$ cat src/rtl/mem_arbiter.sv
// -----------------------------------------------------------------------------
// mem_arbiter
//
// Arbitrates one single-port frame memory between a pixel writer (grayscaler
// side) and a pixel reader (filter side). Ownership is granted in bursts of up
// to BURST_LEN grants. Every burst is followed by one IDLE bubble cycle. When
// both sides are eligible in IDLE, the side that did not own the last burst
// wins. The reader can never overtake the writer. A frame ends when the reader
// has consumed FRAME_PIXELS pixels. At that point frame_done pulses for one
// cycle and both pointers return to 0.
//
// Handshake: wr_gnt / rd_gnt are combinational and are asserted only in a
// cycle where the owner's request and eligibility hold in that same cycle.
// A grant means that the memory access happens on the next rising edge. The
// requester may drop its request at any time. A writer holding wr_req=1 must
// keep wr_data stable until it sees wr_gnt=1.
//
// Optional feature (macro ARB_WATCHDOG_EN): a reader-starvation watchdog that
// sets the sticky wdog_err flag after WDOG_CYCLES consecutive cycles of
// rd_req=1 without rd_gnt. When the macro is undefined, wdog_err is tied to 0.
//
// Ports
//   clk, rst     : clock; synchronous active-high reset
//   wr_req       : writer holds a valid pixel
//   wr_data[7:0] : writer pixel
//   wr_gnt       : writer pixel is written this cycle
//   rd_req       : reader requests the next pixel
//   rd_gnt       : read is issued to memory this cycle
//   rd_data[7:0] : read pixel, valid with rd_valid
//   rd_valid     : rd_gnt delayed by one cycle
//   mem_en       : memory port enable
//   mem_we       : memory write enable
//   mem_addr     : memory address, ADDR_W bits
//   mem_wdata    : memory write data, 8 bits
//   mem_rdata    : registered memory read data, one cycle after a read
//   frame_done   : one-cycle end-of-frame pulse
//   wdog_err     : sticky reader-starvation flag
//   fsm_state    : arbiter state for observation (0=IDLE, 1=WR_BURST, 2=RD_BURST)
// -----------------------------------------------------------------------------
module mem_arbiter #(
    parameter int ADDR_W       = 16,
    parameter int FRAME_PIXELS = 65536,
    parameter int BURST_LEN    = 8,
    parameter int WDOG_CYCLES  = 1024
) (
    input  logic              clk,
    input  logic              rst,
    input  logic              wr_req,
    input  logic [7:0]        wr_data,
    output logic              wr_gnt,
    input  logic              rd_req,
    output logic              rd_gnt,
    output logic [7:0]        rd_data,
    output logic              rd_valid,
    output logic              mem_en,
    output logic              mem_we,
    output logic [ADDR_W-1:0] mem_addr,
    output logic [7:0]        mem_wdata,
    input  logic [7:0]        mem_rdata,
    output logic              frame_done,
    output logic              wdog_err,
    output logic [1:0]        fsm_state
);

    // Elaboration-time parameter legality.
    if (BURST_LEN < 1) begin : g_bad_burst
        $error("mem_arbiter: BURST_LEN must be at least 1");
    end
    if (FRAME_PIXELS < 1 || FRAME_PIXELS > (1 << ADDR_W)) begin : g_bad_frame
        $error("mem_arbiter: FRAME_PIXELS must be in 1..2^ADDR_W");
    end
    if (WDOG_CYCLES < 1) begin : g_bad_wdog
        $error("mem_arbiter: WDOG_CYCLES must be at least 1");
    end

    typedef enum logic [1:0] {
        IDLE     = 2'd0,
        WR_BURST = 2'd1,
        RD_BURST = 2'd2
    } state_t;

    // Pointers carry one extra bit so that "frame full" (== FRAME_PIXELS) is
    // representable even when FRAME_PIXELS = 2^ADDR_W.
    localparam int                PTR_W     = ADDR_W + 1;
    localparam logic [PTR_W-1:0]  FRAME_END = PTR_W'(FRAME_PIXELS);
    localparam logic [PTR_W-1:0]  PTR_ONE   = PTR_W'(1);

    // The burst counter holds the number of grants already given in the
    // current burst, 0..BURST_LEN-1.
    localparam int                CNT_W      = (BURST_LEN > 1) ? $clog2(BURST_LEN) : 1;
    localparam logic [CNT_W-1:0]  BURST_LAST = CNT_W'(BURST_LEN - 1);
    localparam logic [CNT_W-1:0]  CNT_ONE    = CNT_W'(1);

    state_t             state;
    logic [PTR_W-1:0]   wr_ptr;
    logic [PTR_W-1:0]   rd_ptr;
    logic [CNT_W-1:0]   burst_cnt;
    logic               last_owner_wr;   // 1: writer owned the last burst
    logic               rd_valid_q;

    logic               wr_elig;
    logic               rd_elig;
    logic               frame_hit;

    // ------------------------------------------------------------------
    // Eligibility and grants (combinational)
    // ------------------------------------------------------------------
    assign wr_elig   = wr_req && (wr_ptr < FRAME_END);
    assign rd_elig   = rd_req && (rd_ptr < wr_ptr);
    assign frame_hit = (rd_ptr == FRAME_END);

    // Grants are gated by rst so that a burst interrupted by reset issues
    // nothing in the reset cycle.
    assign wr_gnt = !rst && (state == WR_BURST) && wr_elig;
    assign rd_gnt = !rst && (state == RD_BURST) && rd_elig;

    assign mem_en    = wr_gnt || rd_gnt;
    assign mem_we    = wr_gnt;
    assign mem_addr  = wr_gnt ? wr_ptr[ADDR_W-1:0] :
                       rd_gnt ? rd_ptr[ADDR_W-1:0] : '0;
    assign mem_wdata = wr_gnt ? wr_data : 8'd0;

    // A read granted just before reset must not show up during reset.
    assign rd_valid   = rd_valid_q && !rst;
    assign rd_data    = rd_valid ? mem_rdata : 8'd0;
    assign frame_done = frame_hit && !rst;
    assign fsm_state  = rst ? IDLE : state;

    // ------------------------------------------------------------------
    // Arbiter FSM and pointers
    // ------------------------------------------------------------------
    always_ff @(posedge clk) begin
        if (rst) begin
            state         <= IDLE;
            wr_ptr        <= '0;
            rd_ptr        <= '0;
            burst_cnt     <= '0;
            last_owner_wr <= 1'b0;
            rd_valid_q    <= 1'b0;
        end else begin
            rd_valid_q <= rd_gnt;

            if (frame_hit) begin
                // End of frame: both pointers are at FRAME_PIXELS, so neither
                // side is eligible and no grant happens in this cycle.
                state     <= IDLE;
                wr_ptr    <= '0;
                rd_ptr    <= '0;
                burst_cnt <= '0;
            end else begin
                case (state)
                    IDLE: begin
                        burst_cnt <= '0;
                        // Writer wins if it is alone, or if both are eligible
                        // and the reader owned the last burst.
                        if (wr_elig && (!rd_elig || !last_owner_wr)) begin
                            state         <= WR_BURST;
                            last_owner_wr <= 1'b1;
                        end else if (rd_elig) begin
                            state         <= RD_BURST;
                            last_owner_wr <= 1'b0;
                        end
                    end

                    WR_BURST: begin
                        if (wr_elig) begin
                            wr_ptr <= wr_ptr + PTR_ONE;
                            if (burst_cnt == BURST_LAST) begin
                                state     <= IDLE;
                                burst_cnt <= '0;
                            end else begin
                                burst_cnt <= burst_cnt + CNT_ONE;
                            end
                        end else begin
                            // Owner dropped out: this cycle had no grant.
                            state     <= IDLE;
                            burst_cnt <= '0;
                        end
                    end

                    RD_BURST: begin
                        if (rd_elig) begin
                            rd_ptr <= rd_ptr + PTR_ONE;
                            if (burst_cnt == BURST_LAST) begin
                                state     <= IDLE;
                                burst_cnt <= '0;
                            end else begin
                                burst_cnt <= burst_cnt + CNT_ONE;
                            end
                        end else begin
                            state     <= IDLE;
                            burst_cnt <= '0;
                        end
                    end

                    default: begin
                        state     <= IDLE;
                        burst_cnt <= '0;
                    end
                endcase
            end
        end
    end

    // ------------------------------------------------------------------
    // Reader-starvation watchdog
    // ------------------------------------------------------------------
`ifdef ARB_WATCHDOG_EN
    localparam int                WDOG_W    = $clog2(WDOG_CYCLES + 1);
    localparam logic [WDOG_W-1:0] WDOG_MAX  = WDOG_W'(WDOG_CYCLES);
    localparam logic [WDOG_W-1:0] WDOG_PRE  = WDOG_W'(WDOG_CYCLES - 1);
    localparam logic [WDOG_W-1:0] WDOG_ONE  = WDOG_W'(1);

    logic [WDOG_W-1:0] wdog_cnt;
    logic              wdog_q;

    always_ff @(posedge clk) begin
        if (rst) begin
            wdog_cnt <= '0;
            wdog_q   <= 1'b0;
        end else if (rd_req && !rd_gnt) begin
            // Saturate at WDOG_CYCLES; the flag sets on the same edge the
            // counter reaches it.
            if (wdog_cnt != WDOG_MAX) begin
                wdog_cnt <= wdog_cnt + WDOG_ONE;
            end
            if (wdog_cnt == WDOG_PRE) begin
                wdog_q <= 1'b1;
            end
        end else begin
            wdog_cnt <= '0;
        end
    end

    assign wdog_err = wdog_q && !rst;
`else
    assign wdog_err = 1'b0;
`endif

endmodule

$ cat config.mk
export PLATFORM = sky130hd
export DESIGN_NAME = mem_arbiter
export DESIGN_NICKNAME = d
export VERILOG_FILES = /design/src/rtl/mem_arbiter.sv
export SDC_FILE = /design/constraint.sdc
export NUM_CORES = 1
export LEC_CHECK = 0
export CORE_ASPECT_RATIO = 1.25
export CORE_MARGIN = 10
export CORE_UTILIZATION = 47
export DETAILED_ROUTE_END_ITERATION = 16
export PLACE_DENSITY = 0.75
export SLEW_MARGIN = 20
export SYNTH_ARGS = -nofsm -noshare
export SYNTH_HDL_FRONTEND = slang
export SYNTH_SLANG_ARGS = --single-unit
$ cat constraint.sdc
create_clock -name clk -period 6.2 [get_ports clk]
set_input_delay 0.93 -clock clk [delete_from_list [all_inputs] [get_ports clk]]
set_output_delay 0.93 -clock clk [all_outputs]
set_load 0.02 [all_outputs]
==> flow_summary.ini, run 1 <==
[drt]
ant_nets = 0
wl_met2_um = 3546
post_drt_wl_per_cell_um = 15.57
num_vias = 2845
met1_length_um = 3344
vias_per_cell = 5.667
firstDrtPassIters = 4
remaining_drc_errors = 0
wl_met3_um = 755
highest_layer = met4
drt_iter0_drc = 158
totalWireLength_um = 7816

[worst_setup_path]
start_kind = primary input
worstRegToRegCells = 9
cpPeakStageDelay_ns = 0.61
crit_chain = clkdlybuf4s50_1 -> nor2b_1 -> nand2_1 -> nor2_1 -> and2_1 -> clkdlybuf4s50_1
path_common_cell = clkdlybuf4s50_1
cp_data_required_time_ns = 5.27
path_class = primary input to primary output
crit_arrival_ns = 3.59
crit_fanout = 29
cp-end-kind = primary output
cp_slowest_cell = clkdlybuf4s50_1

[cells_and_area]
syn_to_final_growth_pct = 24.36
fillers = 551
multi_input_area_um2 = 1833
layout.cells.most_common_list = clkdlybuf4s50_1 (59), nor2_1 (47), nand2_1 (42), dfxtp_1 (41), ha_1 (25)
diodes = 0
nNetsFinal = 464
stdcell_count = 502
post-route-util_pct = 60.41
finalInstanceArea_um2 = 3538
drive_gt1_share_pct = 3.333
regArea_um2 = 820.8
layout_commonest_cell = clkdlybuf4s50_1

[logic_synthesis]
syn_area_per_cell_um2 = 7.628
async_flop_share_pct = 0
synth_cell_type_count = 43
syn-instance-count = 373
ys_seq_elements = 41
synth_seq_area_share_pct = 28.85
synth_edf_count = 0
yosysWarnings = 0
syn_nets = 418
syn-cell-area_um2 = 2845
synth_flop_cell = dfxtp_1

[global_routing]
grt_pass1_vias = 2654
grt_overflow = 0
antenna_found_initial = 0
grt.total_usage_pct = 15.93
grt_pass1_wl_um = 12590
grt_max_degree = 46

[cts]
clk-insertion-delay-late_ns = 0.30
cts_buffer_depth = 2
cts_made_buffers = 5
cts_tree = yes
ctsHoldBuffers = 0
clkSinkCount = 41
clkTransAtPathRegs_ns = 0.08
cts_max_level = 2
ctsResizeCount = 0
post_cts_buffers = 0
clockRootBuffer = clkbuf_8

[sta]
holdWs_ns = 0.4348
final_hold_viol_count = 0
setup_ws_ns = 1.683
min_period_ns = 4.517
fmax_ghz = 0.2214
tightest_slew_ns = 0.9670
relSlewSlack_pct = 35.33
rsz0062_at_grt = false
finalMaxSlewViolations = 0
period_share_pct = 72.86
skew_ns = 0.009531
tns_ns = 0
finalSetupViolCount = 0

[placed_design]
placed_cells = 494
place_area_um2 = 3452
dp_hpwl_um = 5929
place.gp.congestion = 0.8623
place_ws_ns = 1.690
io_buffers = 59

[pwr]
p_per_area_nw_per_um2 = 143.2
irDropWorstVdd_mv = 0.08779
power_uw = 506.6
p_leak_nw = 1.227

[worst_hold_path]
holdPathStages = 1
hold_class = register to register

[run_status]
run_status = completed

[die]
start_util_pct = 48.58
die-area_um2 = 9585
num_io_pins = 61
die_x_um = 89.59
core_um2 = 5857
die_h_um = 107.0
rows = 31

[run]
maxCapViolCount = 0
==> synthesized netlist by cell type (4+ instances only) <==
cell type | instances | area [um^2]
o22a_1 | 12 | 105.1
inv_1 | 24 | 90.09
clkbuf_1 | 15 | 56.30
nand2b_1 | 4 | 25.02
nand4_1 | 11 | 68.82
dfxtp_1 | 41 | 820.8
o21ai_0 | 7 | 35.03
nand3_1 | 14 | 70.07
nand2_1 | 42 | 157.7
nor4_1 | 6 | 37.54
xnor2_1 | 16 | 140.1
ha_1 | 25 | 312.8
nor3_1 | 6 | 30.03
o31ai_1 | 11 | 82.58
nor2_1 | 47 | 176.4
a21oi_1 | 22 | 110.1
and2_1 | 17 | 106.4
or4_1 | 12 | 90.09
==> critical path: cells and delay by family <==
family | cells | cell delay (ns)
and+or+nand+nor | 4 | 1.57
buffers and inverters | 2 | 1.09
==> power breakdown <==
group          internal, mW  switching, mW
Clock                0.0777         0.0955
Sequential            0.266        0.00481
Combinational        0.0277         0.0345
==> kinds of logic (layout without fill, tap and decap cells) <==
| group | after synthesis | in the layout | synth area share [%] |
|---|---|---|---|
| simple gates | 175 | 175 | 31.05 |
| mux | 1 | 1 | 0.3518 |
| fa+ha+maj | 25 | 25 | 10.99 |
| compound gates | 68 | 68 | 16.97 |
| other cells | 1 | 1 | 0.1318 |
| flops | 41 | 41 | 28.85 |
| xor+xnor | 16 | 16 | 4.925 |
| buf+inv | 46 | 93 | 6.728 |
==> flip-flops by register name, summed over array words and instances, names as in the netlist <==
| name | cells |
|---|---|
| state | 2 |
| wr_ptr | 17 |
| rd_valid_q | 1 |
| rd_ptr | 17 |
| last_owner_wr | 1 |
| burst_cnt | 3 |
==> worst paths after layout <==
check | from | endpoint | slack (ns)
worst min register to register | burst_cnt[0] | burst_cnt[0] | 0.43
worst max register to register | wr_ptr[2] | rd_ptr[16] | 3.21
worst min-delay path | burst_cnt[0] | burst_cnt[0] | 0.43
worst max-delay path | wr_req | mem_wdata[4] | 1.68
==> layout make-up <==
type / count / area share (%)
Multi-Input combinational cell: 286 / 51.80
Sequential cell: 41 / 23.20
Timing Repair Buffer: 61 / 17.11
Tap cell: 82 / 2.900
Inverter: 24 / 2.546
Clock buffer: 5 / 1.945
Clock inverter: 3 / 0.4951
==> metal layers <==
metal,GRT usage [%],up-vias
met4,6.834,0
li1,-,1410
met1,18.60,1313
met2,26.09,106
met3,4.773,16
met5,0,-
No activity file was read; power rests on OpenSTA's default activity.
==> run 2, diff against run 1 <==
CORE_UTILIZATION = 46   (was 47)
PLACE_DENSITY = 0.76   (was 0.75)
clock period = 3.84 ns   (was 6.2 ns; I/O delays follow)
==> flow_summary.ini, run 2 (synthesis gave the netlist of run 1 again) <==
[worst_hold_path]
hold_start = burst_cnt[0]
hold_class = register to register
holdPathStages = 1

[sta]
skew_ns = 0.009809
min_period_ns = 3.673
relSlewSlack_pct = 60.56
finalMaxSlewViolations = 0
setup_ws_ns = 0.1667
fmax_ghz = 0.2722
final_hold_viol_count = 0
tightest_slew_ns = 0.5916
period_share_pct = 95.66
finalSetupViolCount = 0

[pwr]
pwr-share-clk_pct = 40.3
irDropWorstVdd_mv = 0.1620
p_leak_nw = 1.520
p_sw_uw = 218.8
intPower_uw = 690.1
p_sw_share_pct = 24.07
seqPwrFrac_pct = 48.1
p_per_area_nw_per_um2 = 246.2
comb_power_share_pct = 11.6

[cts]
clockRootBuffer = clkbuf_8
cts_buffer_depth = 2
clkTransAtPathRegs_ns = 0.08
ctsHoldBuffers = 0
clkSinkCount = 41
cts_max_level = 2
clk-insertion-delay-late_ns = 0.30
cts_tree = yes
cts_made_buffers = 5

[placed_design]
place_ws_ns = 0.3746
io_buffers = 59
place.gp.congestion = 0.8948
dp_hpwl_um = 6146
place_area_um2 = 3528

[drt]
num_vias = 2837
remaining_drc_errors = 0
post_drt_wl_per_cell_um = 15.55
drt_iter0_drc = 174
vias_per_cell = 5.519
firstDrtPassIters = 4
ant_nets = 0
totalWireLength_um = 7994

[worst_setup_path]
cp-end-kind = primary output
crit_arrival_ns = 3.10
crit_cells = 10
r2r_end = rd_ptr[8]
worstRegToRegCells = 9
crit_buf_inv = 3
r2r_slack_ns = 1.21
start_kind = register
cpPeakStageDelay_ns = 0.62
crit_chain = inv_1 -> ha_1 -> a21oi_1 -> o21ai_0 -> a221oi_2 -> nand4_2 -> buf_4 -> o22a_1 -> nor2_1 -> clkdlybuf4s50_1
crit_path_end = mem_addr[9]
cp-startpoint = wr_ptr[2]
r2r-start = wr_ptr[2]
path_class = register to primary output
crit_fanout = 12
cp_top_family = buffers and inverters
cp_slowest_cell = clkdlybuf4s50_1
cp_data_required_time_ns = 3.26

[global_routing]
grt.total_usage_pct = 16.19
grt_pass1_vias = 2676
grt_overflow = 0
grt_pass1_wl_um = 13130
grt_max_degree = 41
antenna_found_initial = 0

[die]
die_h_um = 107.9
start_util_pct = 46.75
rows = 32
core_um2 = 6086
die_x_um = 90.35
num_io_pins = 61
die-area_um2 = 9751

[cells_and_area]
finalInstanceArea_um2 = 3692
fillers = 575
diodes = 0
layout.cells.most_common_list = nor2_1 (47), clkdlybuf4s50_1 (47), nand2_1 (42), dfxtp_1 (41), ha_1 (25)
syn_to_final_growth_pct = 29.77
nNetsFinal = 473
reg_top3 = rd_ptr: 17 flops, wr_ptr: 17 flops, burst_cnt: 3 flops
drive_gt1_share_pct = 5.128

[run_status]
run_status = completed

[run]
maxCapViolCount = 0
## run 2: how the worst min path moves through the flow
stage                              end  slack [ns]
after floorplan           burst_cnt[0]        0.40
after detailed placement  burst_cnt[0]        0.44
after global routing      burst_cnt[0]        0.47
final                     burst_cnt[0]        0.44
after global placement    burst_cnt[0]        0.42
after CTS                 burst_cnt[0]        0.45
## run 2: final cells by class
class / instances / area, um^2 / area share, %
inverter: 24 / 90.09 / 2.440
timing repair buffer: 70 / 715.7 / 19.38
tap: 85 / 106.4 / 2.880
multi-input combinational: 286 / 1843 / 49.92
clock buffer: 7 / 86.33 / 2.338
clock inverter: 1 / 30.03 / 0.8133
sequential: 41 / 820.8 / 22.23
## run 2: through the flow
stage	hold slack [ns]	utilization [%]	TNS [ns]	power, mW	std cells
after floorplan	0.4050	-	0	0.5078	373
after global placement	0.4203	57.98	0	0.5493	505
after detailed placement	0.4369	57.98	0	0.5510	505
after CTS	0.4489	59.89	0	0.9145	513
after global routing	0.4722	60.67	-0.0005140	0.9412	514
final	0.4381	60.67	0	0.9089	514
## run 2: power groups by stage
| stage | combinational [mW] | clock, mW | sequential [mW] |
|---|---|---|---|
| 6_report | 0.105 | 0.366 | 0.437 |
| 3_5_place_dp | 0.104 | 0 | 0.447 |
| 5_1_grt | 0.116 | 0.387 | 0.439 |
| 2_1_floorplan | 0.0624 | 0 | 0.445 |
| 4_1_cts | 0.104 | 0.373 | 0.437 |
| 3_3_place_gp | 0.102 | 0 | 0.447 |
## run 2: layer usage
metal  GRT usage (%)  share of wire [%]
met5               0                  0
met3           3.953                5.9
met2           27.55                 47
met1           19.21                 45
met4           6.720                2.2
## run 2: timing repair
item	CTS	global route
setup endpoints to repair	0	16
hold endpoints to repair	0	0
resized for setup	0	14
setup buffers	0	1
